File: src/rtl/fetch_align_buffer.sv
// fetch_align_buffer: two-entry word buffer assembling 32-bit fetch windows at halfword granularity (optional FETCH_PREFETCH_EN); ports: clk/rst/inv, core_ren/core_addr -> core_rdata/core_stall, mem_ren/mem_addr <- mem_rdata/mem_stall
module fetch_align_buffer (
  input  logic        clk,
  input  logic        rst,
  input  logic        inv,
  input  logic        core_ren,
  input  logic [30:0] core_addr,
  output logic [31:0] core_rdata,
  output logic        core_stall,
  output logic        mem_ren,
  output logic [29:0] mem_addr,
  input  logic [31:0] mem_rdata,
  input  logic        mem_stall
);
  typedef enum logic {IDLE, WAIT} state_t;
  state_t      state_q, state_d;
  logic [1:0]  v_q, v_d;
  logic [29:0] tag_q [2];
  logic [29:0] tag_d [2];
  logic [31:0] data_q [2];
  logic [31:0] data_d [2];
  logic [29:0] addr_q, addr_d;
  logic [29:0] a, b;
  logic [31:0] wa, wb;
  logic        hit_a, hit_b, hit;
  always_comb begin
    a = core_addr[30:1];
    b = a + 30'd1;
    hit_a = v_q[a[0]] && tag_q[a[0]] == a;
    hit_b = v_q[b[0]] && tag_q[b[0]] == b;
    hit = core_ren && hit_a && (!core_addr[0] || hit_b);
    wa = data_q[a[0]];
    wb = data_q[b[0]];
    core_rdata = !hit ? '0 : core_addr[0] ? {wa[15:0], wb[31:16]} : wa;
    core_stall = core_ren && !hit;
    mem_ren = state_q == WAIT;
    mem_addr = addr_q;
    state_d = state_q;
    v_d = v_q;
    tag_d = tag_q;
    data_d = data_q;
    addr_d = addr_q;
    if (state_q == IDLE) begin
      if (core_stall) begin
        state_d = WAIT;
        addr_d = hit_a ? b : a;
      end
`ifdef FETCH_PREFETCH_EN
      else if (hit && !core_addr[0] && !hit_b) begin
        state_d = WAIT;
        addr_d = b;
      end
`else
`endif
    end else if (!mem_stall) begin
      state_d = IDLE;
      v_d[addr_q[0]] = 1'b1;
      tag_d[addr_q[0]] = addr_q;
      data_d[addr_q[0]] = mem_rdata;
    end
    if (inv) v_d = '0;
  end
  always_ff @(posedge clk) begin
    if (rst) begin
      state_q <= IDLE;
      v_q <= '0;
      tag_q <= '{default: '0};
      data_q <= '{default: '0};
      addr_q <= '0;
    end else begin
      state_q <= state_d;
      v_q <= v_d;
      tag_q <= tag_d;
      data_q <= data_d;
      addr_q <= addr_d;
    end
  end
endmodule
File: config.mk
export PLATFORM = sky130hd
export DESIGN_NAME = fetch_align_buffer
export DESIGN_NICKNAME = d
export VERILOG_FILES = /design/src/rtl/fetch_align_buffer.sv
export SDC_FILE = /design/constraint.sdc
export NUM_CORES = 1
export LEC_CHECK = 0
export BUFFER_PORTS_ARGS = -buffer_cell sky130_fd_sc_hd__buf_2
export CORE_MARGIN = 2
export CORE_UTILIZATION = 25
export CTS_CLUSTER_SIZE = 8
export DETAILED_ROUTE_END_ITERATION = 10
export PLACE_DENSITY = 0.47
export SETUP_SLACK_MARGIN = 0.5
export SKIP_LAST_GASP = 1
export SYNTH_ARGS = -nofsm -noshare
export SYNTH_HDL_FRONTEND = slang
export SYNTH_SLANG_ARGS = --single-unit
File: constraint.sdc
create_clock -name clk -period 5.6 [get_ports clk]
set_input_delay 0.28 -clock clk [delete_from_list [all_inputs] [get_ports clk]]
set_output_delay 0.28 -clock clk [all_outputs]
set_load 0.005 [all_outputs]
# Word level (Yosys, flattened, before mapping)
# Index checks and enable logic that the tools add are counted.
# word_totals
regBits,157
input_bits,68
output_inout_bits,64
wordCells,67
# classes
add_sub_neg,1
magnitude_cmp,8
n_eq_ne,2
muxes,30
bitwise_logic,6
n_reduce_logical,13
# op_table
operator,count
$mux 32,9
$mux 30,8
$bwmux 64,1
$bwmux 60,1
$eq 30x30->1,2
$demux 32 s1,1
$add 30x1->30 const B,1
$demux 30 s1,1
$mux 1,8
$logic_and 1x1->1,7
$ge 2x2->1 const B,3
$lt 1x2->1 const B,3
$not 1->2,3
$reduce_and 2->1,2
$logic_not 1->1,2
$lt 2x1->1 const B,1
$not 1->1,2
$or 2x2->2,1
$reduce_or 2->1,1
$demux 1 s1,1
$ge 1x1->1 const B,1
$logic_or 1x1->1,1

# Depth between registers and ports, before layout
# Gate-level depths: netlist of run 1.
# depth
word_depth,13
depth_mapped,15
mapped_depth_nobuf,10

# Least setup slack after synthesis of run 1
# No wires, ideal clock.
# synth_timing
path_type,input to output
start,in core_addr[10]
end,out core_rdata[10]
arrival_time_ps,3091
t_required_ps,5320
slack_ps,2229
path_stages,11
n_path_buf,2
cell_sequence,buf_2 -> nand4_2 -> nor4_1 -> nand2_1 -> xnor2_1 -> or4b_1 -> or4_1 -> o31a_4 -> nor3b_4 -> buf_4 -> and2_1
# synth_between
elab_chain_cells,6
elab_cells_between_ends,9
classes_between,add/sub: 1; eq/ne: 2; mux: 1; reduce/logical: 5
# synth_rtl
item,line,rtl
start: declaration,7,"input logic [30:0] core_addr,"
$add 30x1->30,28,b = a + 30'd1;
$eq 30x30->1,30,hit_b = v_q[b[0]] && tag_q[b[0]] == b;
$logic_and 1x1->1,30,
$logic_or 1x1->1,31,hit = core_ren && hit_a && (!core_addr[0] || hit_b);
$logic_and 1x1->1 (*),31,
$mux 32 (*),34,"core_rdata = !hit ? '0 : core_addr[0] ? {wa[15:0], wb[31:16]} : wa;"
end: declaration,8,"output logic [31:0] core_rdata,"
# Every way passes the cells marked *; elsewhere a longest branch is shown, timed or not.

# Worst setup path in the final report of run 1
# layout_timing
start,in core_addr[1]
end,out core_rdata[7]
# layout_between
elab_chain_cells,10
elab_cells_between_ends,28
classes_between,add/sub: 1; eq/ne: 2; mux: 18; bitwise: 2; reduce/logical: 5
# layout_rtl
item,line
$add 30x1->30,28
$not 1->2 (implied by the code),"30, 33"
$mux 30 (implied by the code) (3 in series),30
$eq 30x30->1,30
$logic_and 1x1->1,30
$logic_or 1x1->1,31
$logic_and 1x1->1,31
$mux 32 (*),34
# Every way passes the cells marked *; elsewhere a longest branch is shown, timed or not. The select of a mux whose other input is x is not followed.

==> reports/metrics.csv, run 1 <==
stage;metric;value;unit
clock_network;PostCTS Resize Cnt;0;
timing;RSZ-0062 raised after global routing;false;
drt;met1 WL;14.0;mm
final_layout;Syn-to-layout area delta;16.1;%
critical_path;R2R cell count;9;
final_layout;# diodes;0;
timing;Setup Skew;10.9;ps
synthesis;Post-Syn Nets;1177;
clock_network;worst skew pair latency;430;ps
clock_network;hold-fix buffers at CTS;0;
die;I/O Pins;132;
clock_network;CTS tree;done;
die;num rows;69;
synthesis;Seq/Total Area, Yosys;34.5;%
grt;first-pass GRT wire length;46.4;mm
final_layout;share of layout cells above drive strength 1;19.1;%
clock_network;root buf cell;clkbuf_16;
final_layout;final instance area;0.0106;mm²
drt;Routed WL;29.4;mm
timing;min Tclk post-route;4290;ps
critical_path;FF-to-FF Start;tag_q[48]$_SDFFE_PP0P_;
grt;initial antenna violation count;0;
final_layout;most frequent cells in the layout;268 x nand2_1, 157 x dfxtp_1, 133 x a21oi_1, 129 x buf_2, 86 x xnor2_1;
placed_design;Final GP Congestion;0.831;
placed_design;input/output buffers;131;
synthesis;main flop type after synthesis;dfxtp_1;
final_layout;NumNets Final;1239;
timing;Hold Fails Final Rpt;0;
synthesis;Post-synth EDFFs;0;
critical_path;RR Endpoint;mem_addr[19]$_SDFFE_PP0P_;
drt;Highest Signal Layer;met4;
grt;gr usage total;15.6;%
worst_hold_path;Hold Crit Class;primary input to flop;
worst_hold_path;Hold Path Depth;2;
timing;max-slew violation count;0;
die;die area;0.0380;mm²
drt;met3 wire len;1.35;mm
power;total power density per cell area;246;mW/mm²
critical_path;Setup CP Type;primary input to primary output;
drt;router iterations before antenna repair;4;
critical_path;worst reg-to-reg setup slack;2170;ps
power;total power;2.59;mW
critical_path;Req. time, crit path;5320;ps
synthesis;synth warn;0;
placed_design;HPWL after DPL;20.2;mm
critical_path;Startpoint Class;primary input;
drt;number of remaining DRC errors;0;
drt;via count;8113;
timing;sum of negative setup slack;0;ps
timing;Fmax achieved;233;MHz
drt;vias per cell;4.93;
clock_network;CTS Sinks;157;
run_status;status;finished, final reports clean;
final_layout;commonest non-fill, non-tap cell in the layout;nand2_1;
die;Core Region;0.0357;mm²
die;die width;195;µm
worst_hold_path;Endpoint, Worst Hold;v_q[0]$_SDFFE_PP0P_;
die;Initial Utilization;25.5;%
clock_network;number of setup buffers added after CTS;0;
final_layout;Fillers;3893;
timing;Worst-Margin Slew;1130;ps
drt;antenna-violating nets left;0;
synthesis;Cell Area, Synth;0.00910;mm²
drt;Starting DRT DRC Count;440;
grt;vias in the first global route;7992;
critical_path;CP Data Arrival Time;4010;ps
timing;final setup violation count;0;
drt;wire per inst;17.9;µm
timing;Slew HR;24.3;%
placed_design;Post-DP Area;0.0100;mm²
clock_network;CTS Buffer Depth;2;
power;Pleak;3.73;nW
job;max-cap viol count;0;
critical_path;element type at the critical path end;primary output;
clock_network;H-Tree Depth;4;
critical_path;Critical Path Fanout Max;32;
grt;largest net degree at the start of global routing;88;
clock_network;Worst-path clk slew;70;ps
synthesis;asr flop ratio synth;0;%
synthesis;Seq cells post-synth;157;
synthesis;cells after synthesis;1108;
synthesis;syn avg cell area;8.22;µm²
synthesis;Yosys cell types;56;
drt;WL met2;13.6;mm
clock_network;cts bufs inserted;17;
die;Die Ht;195;µm
power;Max IR drop VDD;191;µV
grt;grt total ovfl;0;
worst_hold_path;hold_sp;inv;
timing;ratio of final minimum period to clock period;76.6;%
## synthesized netlist by cell type (all sizes together) (3+ instances only)
master | n | area share (%)
xor2 | 13 | 1.3
mux2i | 58 | 6.4
nor4 | 23 | 1.8
o31ai | 25 | 2.1
or4 | 4 | 0.33
dfxtp | 157 | 35
mux4 | 32 | 7.9
or2 | 3 | 0.21
nor3 | 16 | 0.88
and2 | 32 | 2.2
inv | 4 | 0.16
nand2 | 268 | 11
nand3 | 14 | 0.77
o211ai | 3 | 0.25
and3 | 7 | 0.48
a21o | 5 | 0.41
o311ai | 3 | 0.29
nor2b | 3 | 0.21
nor2 | 37 | 1.5
a21oi | 133 | 7.3
nor3b | 3 | 0.37
nand4 | 43 | 3.2
a31oi | 3 | 0.21
buf | 35 | 2.3
clkbuf | 67 | 2.8
o21ai | 5 | 0.40
xnor2 | 86 | 8.3
or3 | 5 | 0.34
## per-stage QoR
stage                     setup slack [ps]  cells  hold WS, ps  utilization, %
after global routing                  1060   1644         19.7            29.6
final                                 1310   1644         32.5            29.6
after CTS                             1290   1644         13.9            29.6
after global placement                1410   1612          455            28.0
after detailed placement              1250   1612          461            28.0
after floorplan                       2230   1108          359               -
## per-layer routing
layer | global-route usage [%] | up-vias
met3 | 2.86 | 22
met1 | 21.1 | 3925
li1 | - | 3972
met4 | 4.04 | 0
met2 | 25.7 | 194
met5 | 0 | -
## worst max-delay path: stages
cell     delay [ps]
buf_4           320
ha_1            320
nand3_1         100
buf_4           190
nor4_1          380
nand2_1         120
xnor2_1         140
or4b_1          490
or4_1           490
o31a_4          360
nor3b_4         200
buf_4           290
and2_1          180
buf_2           110
## worst max path at each step
stage	start	end	slack [ps]	cells after the start
after floorplan	core_addr[10]	core_rdata[10]	2230	11
after global placement	core_addr[1]	mem_addr[22]$_SDFFE_PP0P_	1410	12
after detailed placement	core_addr[1]	mem_addr[22]$_SDFFE_PP0P_	1250	12
after CTS	core_addr[1]	core_rdata[7]	1290	14
after global routing	core_addr[1]	core_rdata[23]	1060	14
final	core_addr[1]	core_rdata[7]	1310	14
## logic make-up after synthesis
group,after synthesis,synth area share (%)
and+or+nand+nor,468,24.4
AOI/OAI and AO/OA,184,11.7
DFF,157,34.5
buffers and inverters,107,5.26
xor gates and xnor gates,99,9.52
muxes,92,14.5
adders and majority gates,1,0.137
## state kept, by name, summed over array words and instances, names as in the netlist
name and count:
v_q 2, data_q 64, tag_q 60, mem_addr 30
mem_ren 1
## layout make-up
type / count / area (µm²) / share of cell area [%]
well taps: 461 / 577 / 5.46
clock inverters: 15 / 128 / 1.21
repair buffers: 145 / 766 / 7.25
clock buffers: 17 / 425 / 4.03
inverters: 5 / 18.8 / 0.178
flip-flops and latches: 157 / 3140 / 29.7
multi-input cells: 844 / 5510 / 52.1
## report_power, final
group | switching, mW | total, mW | internal [mW]
Sequential | 0.0262 | 1.17 | 1.14
Combinational | 0.195 | 0.309 | 0.114
Clock | 0.534 | 1.12 | 0.582
No activity file was read; power rests on OpenSTA's default activity.
==> run 2: changes to the inputs <==
clock period = 4.1 ns   (was 5.6 ns; I/O delays follow)
==> run 2 against run 1 <==
Compared with the run above:
- worst hold slack got worse by 11 ps
- non-clock buffer count is 50 higher
- design area rose by 7.2%
- register-to-register slack worse by 1100 ps
- combinational power rose by 52%
- largest cell class unchanged
- flip-flop and latch count is the same
- power increased by 41%
==> reports/metrics.csv, run 2 (same netlist as run 1, synthesis figures left out) <==
stage;metric;value;unit;change
run_status;status;finished, final reports clean;;
power;total power;3.65;mW;+41%
critical_path;worst reg-to-reg setup slack;1070;ps;-1100 ps
drt;antenna-violating nets left;0;;unchanged
timing;Hold Fails Final Rpt;0;;unchanged
critical_path;Startpoint Class;primary input;;
grt;gr usage total;16.1;%;+0.43 points
critical_path;RR Endpoint;mem_addr[5]$_SDFFE_PP0P_;;
critical_path;element type at the critical path end;primary output;;
timing;sum of negative setup slack;0;ps;unchanged
die;Initial Utilization;25.5;%;unchanged
clock_network;Worst-path clk slew;70;ps;about the same
final_layout;NumNets Final;1289;;+4.0%
clock_network;cts bufs inserted;17;;unchanged
placed_design;input/output buffers;131;;unchanged
clock_network;CTS Buffer Depth;2;;unchanged
worst_hold_path;Hold Path Depth;3;;+1
die;I/O Pins;132;;unchanged
drt;Routed WL;30.8;mm;+4.7%
final_layout;most frequent cells in the layout;267 x nand2_1, 151 x dfxtp_1, 133 x a21oi_1, 118 x buf_2, 84 x xnor2_1;;
die;num rows;69;;unchanged
drt;vias per cell;4.98;;+0.82%
timing;Worst-Margin Slew;1120;ps;-11.7 ps
critical_path;Critical Path Fanout Max;8;;-75%
final_layout;Fillers;3812;;-2.1%
critical_path;most used cell, CP;buf_2;;
grt;initial antenna violation count;0;;unchanged
timing;max-slew violation count;0;;unchanged
timing;ratio of final minimum period to clock period;88.0;%;
final_layout;commonest non-fill, non-tap cell in the layout;nand2_1;;
die;Core Region;0.0357;mm²;unchanged
grt;vias in the first global route;8105;;+1.4%
critical_path;R2R cell count;11;;+2
clock_network;root buf cell;clkbuf_16;;
placed_design;HPWL after DPL;20.7;mm;+2.1%
die;die area;0.0380;mm²;unchanged
job;max-cap viol count;0;;unchanged
timing;Hold WS;21.8;ps;-10.7 ps
placed_design;Post-DP Area;0.0101;mm²;+0.95%
die;die width;195;µm;unchanged
critical_path;Req. time, crit path;3890;ps;-1430 ps
grt;first-pass GRT wire length;47.4;mm;+2.0%
drt;via count;8428;;+3.9%
grt;grt total ovfl;0;;unchanged
placed_design;pre-CTS setup slack;308;ps;-944 ps
drt;number of remaining DRC errors;0;;unchanged
timing;Fmax achieved;277;MHz;
timing;RSZ-0062 raised after global routing;true;;
timing;Setup Skew;13.4;ps;+2.50 ps
critical_path;critical path startpoint;core_addr[9];;
power;Max IR drop VDD;331;µV;+73%
drt;Starting DRT DRC Count;474;;+7.7%
final_layout;Syn-to-layout area delta;24.4;%;
final_layout;share of layout cells above drive strength 1;21.9;%;+2.8 points
clock_network;worst skew pair latency;450;ps;+20 ps
clock_network;CTS Sinks;157;;unchanged
final_layout;final instance area;0.0113;mm²;+7.2%
critical_path;CP Data Arrival Time;3400;ps;-610 ps
critical_path;CP Cell Sequence;buf_2 > nand4_4 > or4_4 > or4_1 > a311o_1 > a21o_1 > o31a_4 > nor3b_4 > buf_6 > buf_16 > and2_1 > buf_2;;
final_layout;most flop-heavy register;data_q;;
worst_hold_path;Hold Crit Class;primary input to flop;;
critical_path;FF-to-FF Start;tag_q[42]$_SDFFE_PP0P_;;
die;Die Ht;195;µm;unchanged
critical_path;Setup CP Type;primary input to primary output;;
drt;router iterations before antenna repair;5;;+1
timing;final setup violation count;0;;unchanged
final_layout;register area;0.00315;mm²;+0.24%
final_layout;footprint of the multi-input gates;0.00563;mm²;+2.1%
timing;min Tclk post-route;3610;ps;
grt;largest net degree at the start of global routing;102;;+16%
critical_path;Crit-path slowest cell;or4_4;;
final_layout;max reg flops;64;;unchanged
critical_path;crit-path max cell delay;560;ps;+70 ps
power;total power density per cell area;322;mW/mm²;+31%
clock_network;CTS tree;done;;
drt;wire per inst;18.2;µm;+1.6%
clock_network;H-Tree Depth;4;;unchanged
power;Pleak;4.04;nW;+8.3%
critical_path;Critical Path Sink;core_rdata[16];;
timing;setup ws final;491;ps;-822 ps
final_layout;# diodes;0;;unchanged
placed_design;Final GP Congestion;0.863;;+3.8%
timing;Slew HR;25.6;%;+1.2 points
[run 2: changes by cell type in the layout (fill, tap and decap cells not counted), moves of 5 or more]
cell / before / now
and2_1: 32 / 24
and2_4: 0 / 8
buf_2: 129 / 118
buf_4: 16 / 31
buf_6: 0 / 9
dfxtp_1: 157 / 151
dfxtp_2: 0 / 6
dlygate4sd3_1: 0 / 29
inv_6: 7 / 2
[run 2: layer usage]
| metal | GRT usage (%) | wire (µm) |
|---|---|---|
| met3 | 3.35 | 1440 |
| met5 | 0 | 0 |
| met4 | 5.88 | 737 |
| met1 | 21.3 | 14600 |
| met2 | 25.7 | 14000 |
[run 2: where the power goes]
group / switching [mW] / internal (mW)
Sequential: 0.0363 / 1.56
Combinational: 0.283 / 0.187
Clock: 0.751 / 0.833
[run 2: timing repair]
action | in CTS | in global routing
hold endpoints to repair | 53 | 0
gates resized for setup | 18 | 33
setup endpoints to repair | 32 | 32
pin swaps | 0 | 4
cloned | 2 | 1
buffers inserted | 6 | 1
hold buffers | 29 | 0
[run 2: through the flow]
stage,cells,utilization [%]
after floorplan,1108,-
after global placement,1623,28.3
after detailed placement,1623,28.3
after CTS,1692,31.2
after global routing,1694,31.7
final,1694,31.7
[run 2: how the worst min path moves through the flow]
| stage | startpoint | slack (ps) | to |
|---|---|---|---|
| floorplan | inv | 280 | v_q[0]$_SDFFE_PP0P_ |
| finish | mem_rdata[29] | 20 | data_q[61]$_SDFFE_PP0P_ |
| global route | mem_rdata[29] | 20 | data_q[61]$_SDFFE_PP0P_ |
| detailed placement | inv | 400 | v_q[0]$_SDFFE_PP0P_ |
| CTS | mem_rdata[29] | 2 | data_q[61]$_SDFFE_PP0P_ |
| global placement | inv | 390 | v_q[1]$_SDFFE_PP0P_ |
[run 2: area by class of cell]
cell class / count / area share [%]
multi-input cells: 844 / 49.7
flip-flops and latches: 157 / 27.8
repair buffers: 195 / 12.1
well taps: 461 / 5.09
inverters: 5 / 0.166
clock inverters: 13 / 1.13
clock buffers: 19 / 4.00
[run 2: critical path, delay by kind of cell]
kind | cells | cell delay (ps)
simple gates | 5 | 1610
buf+inv | 4 | 640
compound gates | 3 | 930
==> run 3: changes to the inputs <==
ABC_AREA = 1   (was default)
CELL_PAD_IN_SITES_DETAIL_PLACEMENT = 1   (was default)
CELL_PAD_IN_SITES_GLOBAL_PLACEMENT = 1   (was default)
PLACE_DENSITY = 0.6   (was 0.47)
==> run 3 against run 2 <==
Compared with the run above:
- design area is 2.0% higher
- clock power hardly changed
- area after synthesis is 8.6% higher
- final cell count is 33% higher
- via count is 28% higher
- setup slack better by 310 ps
==> reports/metrics.csv, run 3 <==
stage;metric;value;unit;change
timing;final setup violation count;0;;unchanged
synthesis;Synth Area in Adders;0.127;%;-0.011 points
clock_network;root buf cell;clkbuf_16;;
placed_design;Inst Count DP;2218;;+37%
clock_network;H-Tree Depth;4;;unchanged
synthesis;mux share of post-synthesis cell area;0;%;-15 points
critical_path;Critical Path Fanout Max;43;;+35
timing;Worst-Margin Slew;826;ps;-290 ps
timing;Hold Fails Final Rpt;0;;unchanged
grt;gr usage total;19.6;%;+3.6 points
synthesis;asr flop ratio synth;0;%;unchanged
final_layout;post-route insts no fill;2253;;+33%
drt;wire per inst;18.2;µm;about the same
synthesis;Synth Area in Simple Gates;33.2;%;+8.9 points
final_layout;commonest non-fill, non-tap cell in the layout;nand2_1;;
synthesis;largest family of logic cells by synthesized area;simple AND/OR/NAND/NOR gates;;
timing;ratio of final minimum period to clock period;80.6;%;-7.4 points
critical_path;Req. time, crit path;3890;ps;about the same
grt;grt total ovfl;0;;unchanged
synthesis;leading area contributor after synthesis;dfxtp_1;;
die;num rows;72;;+4.3%
drt;Routed WL;40.9;mm;+33%
power;Max IR drop VDD;319;µV;-3.4%
placed_design;input/output buffers;131;;unchanged
drt;router iterations before antenna repair;5;;unchanged
placed_design;HPWL after DPL;29.7;mm;+44%
grt;initial antenna violation count;3;;+3
critical_path;Setup CP Type;flop to primary output;;
clock_network;CTS tree;done;;
synthesis;Yosys cell types;35;;-38%
synthesis;Post-synth EDFFs;0;;unchanged
drt;number of remaining DRC errors;0;;unchanged
synthesis;Seq cells post-synth;157;;unchanged
die;I/O Pins;132;;unchanged
synthesis;syn avg cell area;5.98;µm²;-27%
final_layout;most flop-heavy register;data_q;;
final_layout;Syn-to-layout area delta;16.9;%;
drt;vias per cell;4.80;;-3.5%
timing;Hold WS;35.6;ps;+13.8 ps
die;Core Region;0.0388;mm²;+8.6%
worst_hold_path;Hold Crit Class;primary input to flop;;
die;Initial Utilization;25.5;%;about the same
synthesis;Synth top area share;31.8;%;-2.7 points
placed_design;Post-DP Area;0.0109;mm²;+8.2%
placed_design;Final GP Congestion;0.875;;+1.4%
synthesis;Cell Area, Synth;0.00989;mm²;+8.6%
final_layout;utilization after layout;29.8;%;-1.9 points
synthesis;Post-Syn Nets;1722;;+46%
grt;largest net degree at the start of global routing;111;;+8.8%
clock_network;cts bufs inserted;17;;unchanged
timing;RSZ-0062 raised after global routing;false;;
final_layout;share of layout cells above drive strength 1;12.8;%;-9.1 points
synthesis;synth warn;0;;unchanged
clock_network;Worst-path clk slew;70;ps;about the same
clock_network;hold-fix buffers at CTS;0;;-100%
job;max-cap viol count;0;;unchanged
die;die area;0.0412;mm²;+8.4%
grt;vias in the first global route;10539;;+30%
synthesis;Synth Area in XOR/XNOR;1.24;%;-8.3 points
timing;max-slew violation count;0;;unchanged
die;Die Ht;203;µm;+4.1%
timing;sum of negative setup slack;0;ps;unchanged
clock_network;CTS Sinks;157;;unchanged
synthesis;Seq/Total Area, Yosys;31.8;%;-2.7 points
synthesis;Compound-Gate Fraction of Synth Area;20.2;%;+8.5 points
worst_hold_path;hold_sp;mem_rdata[14];;
timing;min Tclk post-route;3300;ps;-305 ps
critical_path;CP Data Arrival Time;3100;ps;-300 ps
critical_path;worst reg-to-reg setup slack;1260;ps;+190 ps
die;die width;203;µm;+4.1%
timing;Slew HR;44.9;%;+19 points
drt;antenna-violating nets left;0;;unchanged
drt;via count;10820;;+28%
final_layout;final instance area;0.0116;mm²;+2.0%
synthesis;largest cells by area after synthesis;dfxtp_1 32%, nand2_1 18%, o21ai_0 9.7%, a21oi_1 8.0%, inv_1 7.5%;;
critical_path;FF-to-FF Start;tag_q[47]$_SDFFE_PP0P_;;
critical_path;R2R cell count;14;;+3
power;Pleak;5.11;nW;+27%
critical_path;RR Endpoint;mem_addr[28]$_SDFFE_PP0P_;;
final_layout;max reg flops;64;;unchanged
critical_path;element type at the critical path end;primary output;;
clock_network;PostCTS Resize Cnt;0;;-18
clock_network;number of setup buffers added after CTS;0;;-6
timing;Fmax achieved;303;MHz;+9.2%
run_status;status;finished, final reports clean;;
timing;Setup Skew;11.8;ps;-1.61 ps
power;total power density per cell area;337;mW/mm²;+4.4%
synthesis;main flop type after synthesis;dfxtp_1;;
synthesis;cells after synthesis;1653;;+49%
synthesis;Synth top cells by count;467 x nand2_1, 197 x inv_1, 191 x o21ai_0, 159 x a21oi_1, 157 x dfxtp_1;;
final_layout;NumNets Final;1789;;+39%
critical_path;Startpoint Class;flop;;
final_layout;most frequent cells in the layout;465 x nand2_1, 196 x inv_1, 191 x o21ai_0, 159 x a21oi_1, 157 x dfxtp_1;;
clock_network;worst skew pair latency;450;ps;about the same
grt;first-pass GRT wire length;62.4;mm;+32%
clock_network;CTS Buffer Depth;2;;unchanged
drt;Starting DRT DRC Count;674;;+42%
worst_hold_path;Hold Path Depth;3;;unchanged
worst_hold_path;Endpoint, Worst Hold;data_q[14]$_SDFFE_PP0P_;;
synthesis;most common cell in the synthesized netlist;nand2_1;;
## run 3: kinds of logic (layout without fill, tap and decap cells)
group           count (synthesis)  after routing
simple gates                  767            767
compound gates                385            385
buf+inv                       329            409
flops                         157            157
xor+xnor                       14             14
fa+ha+maj                       1              1
other cells                     0              2
## run 3: layer usage
metal	GRT usage, %	part of all wire (%)	up-vias
met2	31.3	45	191
met1	27.3	49	5161
met3	3.66	4.4	36
met5	0	0.017	-
met4	4.64	1.7	2
li1	-	-	5430
## run 3: worst max-delay path by stage
stage	slack (ps)	endpoint	start	depth (start not counted)
CTS	780	core_rdata[29]	core_addr[1]	18
detailed placement	780	core_rdata[29]	core_addr[1]	18
global route	520	core_rdata[29]	tag_q[47]$_SDFFE_PP0P_	13
global placement	850	core_rdata[29]	core_addr[1]	18
finish	800	core_rdata[29]	tag_q[47]$_SDFFE_PP0P_	13
floorplan	1870	core_rdata[17]	core_addr[1]	13
## run 3: metrics by stage
stage	worst slack, ps	power [mW]
floorplan	1870	2.06
global placement	855	2.31
detailed placement	779	2.32
CTS	775	3.93
global route	520	4.08
finish	796	3.89
## run 3: worst max-delay path: stages (launching register included)
cell     delay (ps)
dfxtp_1         310
inv_1            50
o21ai_0         380
xor2_1          300
nand2_1          80
nor3_1          180
nand2_1         120
nor2_4          120
nand2_4          60
nor2_2          150
nand2_4         180
buf_4           320
a21oi_1         200
buf_2           150
## run 3: area by class of cell
cell class / count / area, µm²
Fill cell: 5030 / 27300
Multi-Input combinational cell: 1167 / 5440
Sequential cell: 157 / 3140
Timing Repair Buffer: 149 / 885
Inverter: 228 / 856
Tap cell: 518 / 648
Clock buffer: 19 / 443
Clock inverter: 13 / 133
Antenna cell: 2 / 5.00
## run 3: power breakdown
| part | switching [mW] | total [mW] | leakage [nW] | internal, mW |
|---|---|---|---|---|
| combinational | 0.449 | 0.650 | 3.56 | 0.200 |
| sequential | 0.0519 | 1.64 | 1.28 | 1.59 |
| clock | 0.730 | 1.60 | 0.274 | 0.867 |
| total | 1.23 | 3.89 | 5.11 | 2.66 |
